### src/rtl/pc_pkg.sv
// Shared types and helpers for the program counter block.
// Operation encoding plus the strobe priority decoder.
package pc_pkg;

   localparam int PC_STACK_DEPTH_MAX = 16;

   typedef enum logic [2:0] {
      OP_HOLD,
      OP_INCR,
      OP_BRANCH,
      OP_LOAD,
      OP_CALL,
      OP_RET
   } pc_op_e;

   function automatic pc_op_e decode_op(
      input logic ret,
      input logic call,
      input logic load,
      input logic branch,
      input logic incr
   );
      pc_op_e op;
      if (ret)         op = OP_RET;
      else if (call)   op = OP_CALL;
      else if (load)   op = OP_LOAD;
      else if (branch) op = OP_BRANCH;
      else if (incr)   op = OP_INCR;
      else             op = OP_HOLD;
      return op;
   endfunction

endpackage

### src/rtl/ret_stack.sv
// Parametrised LIFO holding subroutine return addresses.
// Only the entry count is reset; entry contents are don't-care.
module ret_stack
   import pc_pkg::*;
#(
   parameter int DATA_W = 8,
   parameter int DEPTH  = 4
) (
   input  logic                       clk,
   input  logic                       reset,
   input  logic                       push,
   input  logic                       pop,
   input  logic [DATA_W-1:0]          din,
   output logic [DATA_W-1:0]          top,
   output logic [$clog2(DEPTH+1)-1:0] count,
   output logic                       full,
   output logic                       empty
);

   localparam int CNT_W = $clog2(DEPTH + 1);
   localparam int IDX_W = (DEPTH > 1) ? $clog2(DEPTH) : 1;

   logic [DATA_W-1:0] mem [DEPTH];
   logic [CNT_W-1:0]  cnt_q;
   logic [CNT_W-1:0]  cnt_m1;
   logic [IDX_W-1:0]  wr_idx;
   logic [IDX_W-1:0]  rd_idx;
   logic              do_push;
   logic              do_pop;

   assign cnt_m1  = cnt_q - CNT_W'(1);
   assign wr_idx  = cnt_q[IDX_W-1:0];
   assign rd_idx  = cnt_m1[IDX_W-1:0];
   assign full    = (cnt_q == CNT_W'(DEPTH));
   assign empty   = (cnt_q == '0);
   // Pop wins over push so a collision never corrupts the count.
   assign do_pop  = pop && !empty;
   assign do_push = push && !pop && !full;
   assign top     = mem[rd_idx];
   assign count   = cnt_q;

   always_ff @(posedge clk or posedge reset) begin
      if (reset) begin
         cnt_q <= '0;
      end else if (do_pop) begin
         cnt_q <= cnt_m1;
      end else if (do_push) begin
         cnt_q <= cnt_q + CNT_W'(1);
      end
   end

   always_ff @(posedge clk) begin
      if (do_push) begin
         mem[wr_idx] <= din;
      end
   end

endmodule

### src/rtl/pc_stack_ctrl.sv
// Program counter with load, increment, relative branch and
// call/return through a hardware return-address stack.
module pc_stack_ctrl
   import pc_pkg::*;
#(
   parameter int                ADDR_W      = 8,
   parameter int                STACK_DEPTH = 4,
   parameter logic [ADDR_W-1:0] RESET_ADDR  = '0
) (
   input  logic                             clk,
   input  logic                             reset,
   input  logic                             LOAD_PC,
   input  logic                             INCR_PC,
   input  logic                             BRANCH_PC,
   input  logic                             CALL,
   input  logic                             RET,
   input  logic [ADDR_W-1:0]                ADDR,
   input  logic [ADDR_W-1:0]                OFFSET,
   output logic [ADDR_W-1:0]                PC,
   output logic [$clog2(STACK_DEPTH+1)-1:0] SP,
   output logic                             STACK_FULL,
   output logic                             STACK_EMPTY,
   output logic                             STACK_ERR
);

   pc_op_e            op;
   logic [ADDR_W-1:0] pc_q;
   logic [ADDR_W-1:0] pc_d;
   logic [ADDR_W-1:0] pc_inc;
   logic [ADDR_W-1:0] top;
   logic              push;
   logic              pop;
   logic              err_q;
   logic              err_set;
   logic              full;
   logic              empty;

   assign op     = decode_op(RET, CALL, LOAD_PC, BRANCH_PC, INCR_PC);
   assign pc_inc = pc_q + ADDR_W'(1);

   // Same-width add wraps both ways, so OFFSET needs no explicit extension.
   always_comb begin
      pc_d    = pc_q;
      push    = 1'b0;
      pop     = 1'b0;
      err_set = 1'b0;
      unique case (op)
         OP_RET: begin
            if (!empty) begin
               pc_d = top;
               pop  = 1'b1;
            end else begin
               err_set = 1'b1;
            end
         end
         OP_CALL: begin
            if (!full) begin
               pc_d = ADDR;
               push = 1'b1;
            end else begin
               err_set = 1'b1;
            end
         end
         OP_LOAD:   pc_d = ADDR;
         OP_BRANCH: pc_d = pc_q + OFFSET;
         OP_INCR:   pc_d = pc_inc;
         default:   pc_d = pc_q;
      endcase
   end

   always_ff @(posedge clk or posedge reset) begin
      if (reset) begin
         pc_q  <= RESET_ADDR;
         err_q <= 1'b0;
      end else begin
         pc_q  <= pc_d;
         err_q <= err_q | err_set;
      end
   end

   ret_stack #(
      .DATA_W (ADDR_W),
      .DEPTH  (STACK_DEPTH)
   ) u_stack (
      .clk   (clk),
      .reset (reset),
      .push  (push),
      .pop   (pop),
      .din   (pc_inc),
      .top   (top),
      .count (SP),
      .full  (full),
      .empty (empty)
   );

   assign PC          = pc_q;
   assign STACK_FULL  = full;
   assign STACK_EMPTY = empty;
   assign STACK_ERR   = err_q;

endmodule

### config.mk
export PLATFORM = sky130hd
export DESIGN_NAME = pc_stack_ctrl
export DESIGN_NICKNAME = d
export VERILOG_FILES = /design/src/rtl/pc_pkg.sv /design/src/rtl/ret_stack.sv /design/src/rtl/pc_stack_ctrl.sv
export SDC_FILE = /design/constraint.sdc
export NUM_CORES = 1
export LEC_CHECK = 0
export CORE_ASPECT_RATIO = 2
export CORE_MARGIN = 10
export CORE_UTILIZATION = 45
export CTS_CLUSTER_SIZE = 10
export DETAILED_ROUTE_END_ITERATION = 10
export DONT_BUFFER_PORTS = 1
export GPL_ROUTABILITY_DRIVEN = 0
export GPL_TIMING_DRIVEN = 0
export SLEW_MARGIN = 20
export SYNTH_ARGS = -nofsm -noshare
export SYNTH_HDL_FRONTEND = slang
export SYNTH_SLANG_ARGS = --single-unit
### constraint.sdc
create_clock -name clk -period 4 [get_ports clk]
set_clock_uncertainty 0.15 [all_clocks]
set_input_delay 0.6 -clock clk [delete_from_list [all_inputs] [get_ports clk]]
set_output_delay 0.6 -clock clk [all_outputs]
set_load 0.02 [all_outputs]
# Yosys cells after proc, flatten, opt, wreduce, memory -nomap -nowiden
# Memory sizes are Yosys's and may differ from the RTL's.
# Cells that the tools add are included.
# word_totals
romBits	0
n_memories	1
inputBits	23
ff_bits	12
latch_bits	0
output_inout_bits	14
ramBits	32
# op_classes
multipliers	0
bitwise_logic	1
shift	0
magnitude_cmp	0
n_addsub	4
n_eq_ne	8
div_mod_pow	0
n_reduce_logical	10
mux	19
# memory_table
memory	words	word_bits	read_ports	rd_clocked_by_memory_dff	write_ports	line_no	text
u_stack.mem	4	8	1	0	1	ret_stack.sv:23	logic [DATA_W-1:0] mem [DEPTH];
# op_table
op	n
case mux 8 bit (5 select lines)	1
2-to-1 mux 8 bit	2
2-to-1 mux 3 bit	4
== test 3 bit, second input constant	3
2-to-1 mux 1 bit	9
adder 8 x 1 -> 8 bit, second input constant	1
adder 8 bit	1
== test 3 x 2 -> 1 bit, second input constant	2
nonzero test 5 bit	1
2-to-1 mux 2 bit	2
!= test 2 bit, second input constant	2
adder 3 x 1 -> 3 bit, second input constant	1
== test 3 x 1 -> 1 bit, second input constant	1
logical AND 1 bit	3
logical NOT 1 bit	3
logical NOT 3 bit	1
AND reduction 3 bit	1
subtractor 3 x 1 -> 3 bit, second input constant	1
case mux 1 bit (2 select lines)	1
nonzero test 2 bit	1
OR 1 bit	1

# Depth between registers and ports, before layout
# logic_depth
depth_word	12
ltp_mapped	9
ltp_nobuf	8

# Modules after synthesis
# From an unflattened synthesis, not the netlist that was laid out.
# hier_totals
cells_unflattened	189
area_unflattened_um2	2452.4
# modules_own_cells
module	area_each_um2	n_inst	cells_per_inst
ret_stack	1452.6	1	75
pc_stack_ctrl	999.7	1	114

# Least setup slack after synthesis
# OpenSTA, ideal clock, no wires.
# synth_timing
path_type	register -> register
start	register u_stack.cnt_q[0], in the netlist u_stack.count[0]
end	register pc_q[1], in the netlist PC[1]
required_time_ps	3719
setup_time_ps	131
path_buffers	2
t_arrival_ps	2305
stages_incl_launch_ff	9
slack_ps	1415
period_less_slack_ps	2585
cell_sequence	dfrtp_1 buf_2 inv_1 ha_1 clkbuf_1 mux4_2 nor2b_1 a2111oi_4 a21oi_1
# synth_between
elab_chain_cells	4
# synth_lines
element	line_no	text
start: declaration	ret_stack.sv:24	logic [CNT_W-1:0] cnt_q;
start signal: assignment	ret_stack.sv:46	cnt_q <= cnt_m1;
start signal: assignment	ret_stack.sv:48	cnt_q <= cnt_q + CNT_W'(1);
subtractor 3 x 1 -> 3 bit	ret_stack.sv:31	assign cnt_m1 = cnt_q - CNT_W'(1);
memory (4 x 8 bit)	--	
2-to-1 mux 8 bit	pc_stack_ctrl.sv:49	if (!empty) begin
case mux 8 bit (5 select lines)	pc_stack_ctrl.sv:47	unique case (op)
end signal: assignment	pc_stack_ctrl.sv:76	pc_q <= pc_d;
end: declaration	pc_stack_ctrl.sv:27	logic [ADDR_W-1:0] pc_q;
# Parallel ways exist; a longest one is shown, timed or not. The select of a mux whose other input is x is not followed.
# A chain may end at the register's enable or synchronous reset.

# Final worst setup path
# layout_timing
start	register u_stack.cnt_q[0], in the netlist u_stack.count[0]
end	register pc_q[6], in the netlist PC[6]
# The elaborated chain is that of the path after synthesis.

==> reports/results.ini <==
[status]
status = finished, final reports clean

[yosys]
synth_top_family_by_area = compound AO/OA/AOI/OAI gates
synth.area.mux_share_pct = 8.280
ys_seq_elements = 44
synth-simple-area-share_pct = 13.31
synthDistinctLibCells = 47
synth_fp_nets = 248
syn_area_per_cell_um2 = 12.03
synth_xor_area_share_pct = 3.450
syn_area_um2 = 2539
synth-edff-count = 32
synth_fa_ha_area_share_pct = 7.196
syn_inst = 211
synth_flop_cell = edfxtp_1
yosys_warnings = 0
synth_compound_area_share_pct = 14.88
async_flop_share_pct = 27.27
yosysSeqAreaShare_pct = 49.68

[die]
fp.dieArea_um2 = 9228
pin_count = 37
fp.dieH_um = 126.2
initial_core_util_pct = 46.43
rows = 38
die_w_um = 73.11
core_area_um2 = 5468

[power]
p_seq_share_pct = 42.5
intPower_mw = 1.159
switching_share_pct = 42.60
pwr-share-comb_pct = 43.0
max-vdd-ir-drop_mv = 0.3783
power.clock.fraction_pct = 14.5
power.switching_mw = 0.8600
power.leakage_nw = 1.002
cellPowerDensity_nw_per_um2 = 745.5

[placed_design]
placed_cells = 271
dp_hpwl_mm = 4.837
place_ws_ps = 929.5
io_buffers = 0

[critical_path]
critPathMaxStageDelay_ps = 530
crit_type = reg2reg
critPathArrivalTime_ps = 3070
critPathLaunchType = flip-flop
required_ps = 4030
cp_slowest_cell = dfrtp_1
cp-end-kind = flip-flop
crit_chain = buf_2, inv_1, ha_1, clkbuf_1, mux4_2, or2_2, mux2i_1, a31oi_1
critPathMaxFanout = 10

[sta]
hold_viol = 0
period_needed_ps = 3041
max-slew-margin-rel_pct = 45.59
setup_viol_count_final = 0
tightest_slew_ps = 814.0
drv_slew = 0
fmaxAchievable_ghz = 0.3288
fin_crit_sh_pct = 76.04
fin_ws_ps = 958.6
rsz0062_at_grt = no
setup_tns_ps = 0

[global_routing]
antenna_found_initial = 0
grtUsageTotal_pct = 13.55
grt-ovfl-total = 0
grt_pass1_wl_mm = 9.591
grt_max_degree = 17
grt_pass1_vias = 1737

[drt]
drt_wl_total_mm = 6.144
avgRoutedWirePerCell_um = 22.02
antenna_left = 0
route.detailed.drc = 0
num_vias = 1669
viasPerCell = 5.982
drt-initial-drc-count = 112
dr.pass1.iters = 4

[layout]
syn_to_final_growth_pct = 6.654
num_antenna_cells = 0
drive_above_1_share_pct = 12.33
nets = 255
fin_util_pct = 49.52
layout_common_cells = 32 x edfxtp_1, 13 x o21ai_0, 13 x nor2_1, 13 x inv_1, 13 x ha_1
final_cells = 279
nFillCells = 500
layout_commonest_cell = edfxtp_1

[min_path]
hp-class = in2async

[cts]
cts_buffers = 5
ctsResizeCount = 0
cts_hold_buf = 0
cts-root-buf = clkbuf_8
clkSinkCount = 44
ctsHtreeMaxLevel = 2
clkLatencyLatePin_ps = 300
cts_tree = built
post_cts_buffers = 0
cts_buffer_depth = 2
clkSlewWorstSetupHoldPaths_ps = 90

[job]
max_cap_viol_count = 0

## layout make-up
| type | instances | area, um2 | share of cell area, % |
|---|---|---|---|
| buffer | 7 | 32.53 | 1.201 |
| clock buffer | 5 | 68.82 | 2.542 |
| clock inverter | 3 | 25.02 | 0.9242 |
| inverter | 13 | 48.80 | 1.802 |
| multi-input combinational | 147 | 1196 | 44.18 |
| sequential | 44 | 1261 | 46.58 |
| tap | 60 | 75.07 | 2.773 |
## kinds of logic (layout without fill, tap and decap cells)
group	after synthesis	count (layout)
simple gates	60	60
compound gates	52	52
flops	44	44
buf+inv	20	28
fa+ha+maj	14	14
mux	11	11
xor+xnor	10	10
## flip-flops by register name, summed over array words and instances, names as in the netlist
register,count
STACK_ERR,1
u_stack.count,3
PC,8
u_stack.mem,32
## synth_stat cells, drive strengths merged (2+ instances only)
cell     number  area share, %
o211ai        3           0.89
nand2b        7            1.7
buf           5           0.99
clkbuf        2           0.30
edfxtp       32             38
and2          5            1.2
o21ai        14            2.9
o31ai         2           0.59
o2bb2ai       3            1.0
xnor2         8            2.8
a21oi         8            1.6
nor2b         3           0.74
nor3          4           0.79
nand3b        2           0.59
nor2         13            1.9
nand2        10            1.5
mux2i         3            1.2
a211oi        6            1.8
nor4b         2           0.94
mux4          8            7.1
inv          13            1.9
nand3         7            1.4
a311oi        3            1.0
a31oi         2           0.49
dfrtp        12             12
and3          2           0.49
o21a          2           0.59
xor2          2           0.69
ha           13            6.4
## routing by layer
layer  vias to the layer above  wire length (um)  track usage (%)
li1                        811                 -                -
met1                       816              2119            13.33
met2                        36              3581            24.56
met3                         6               349            4.009
met4                         0                93            5.955
met5                         -                 0                0
## path summary, 6_finish.rpt
kind | slack (ps) | cells after the start | from | to
max | 960 | 8 | u_stack.count[0]$_DFFE_PP0P_ | PC[6]$_DFFE_PP0P_
min reg2reg | 520 | 1 | STACK_ERR$_DFF_PP0_ | STACK_ERR$_DFF_PP0_
max in group asynchronous | 3260 | 1 | reset | PC[5]$_DFFE_PP0P_
min in group clk | 360 | 2 | ADDR[4] | PC[4]$_DFFE_PP0P_
min | 80 | 1 | reset | PC[3]$_DFFE_PP0P_
max reg2reg | 960 | 8 | u_stack.count[0]$_DFFE_PP0P_ | PC[6]$_DFFE_PP0P_
## worst max-delay path, delay by kind of cell (launching register included)
family	cells	cell delay (ps)
multiplexers	2	540
adder cells (fa/ha/maj)	1	310
buffers and inverters	3	1030
flip-flops	1	530
AO/OA/AOI/OAI	1	60
AND/OR/NAND/NOR	1	300
## stage by stage
step / area [um2] / total power, mW / hold WS, ps
detailed placement: 2614 / 1.744 / 420.9
CTS: 2708 / 2.044 / 87.36
floorplan: 2539 / 1.508 / 314.7
finish: 2708 / 2.019 / 79.83
global placement: 2614 / 1.735 / 411.8
global route: 2708 / 2.162 / 101.7
## power by group through the flow
stage / Combinational, mW / Sequential [mW] / Clock (mW)
3_3_place_gp: 0.863 / 0.872 / 0
4_1_cts: 0.877 / 0.864 / 0.304
6_report: 0.869 / 0.858 / 0.292
5_1_grt: 0.963 / 0.878 / 0.321
3_5_place_dp: 0.871 / 0.874 / 0
2_1_floorplan: 0.687 / 0.822 / 0
No activity file was read; power rests on OpenSTA's default activity.
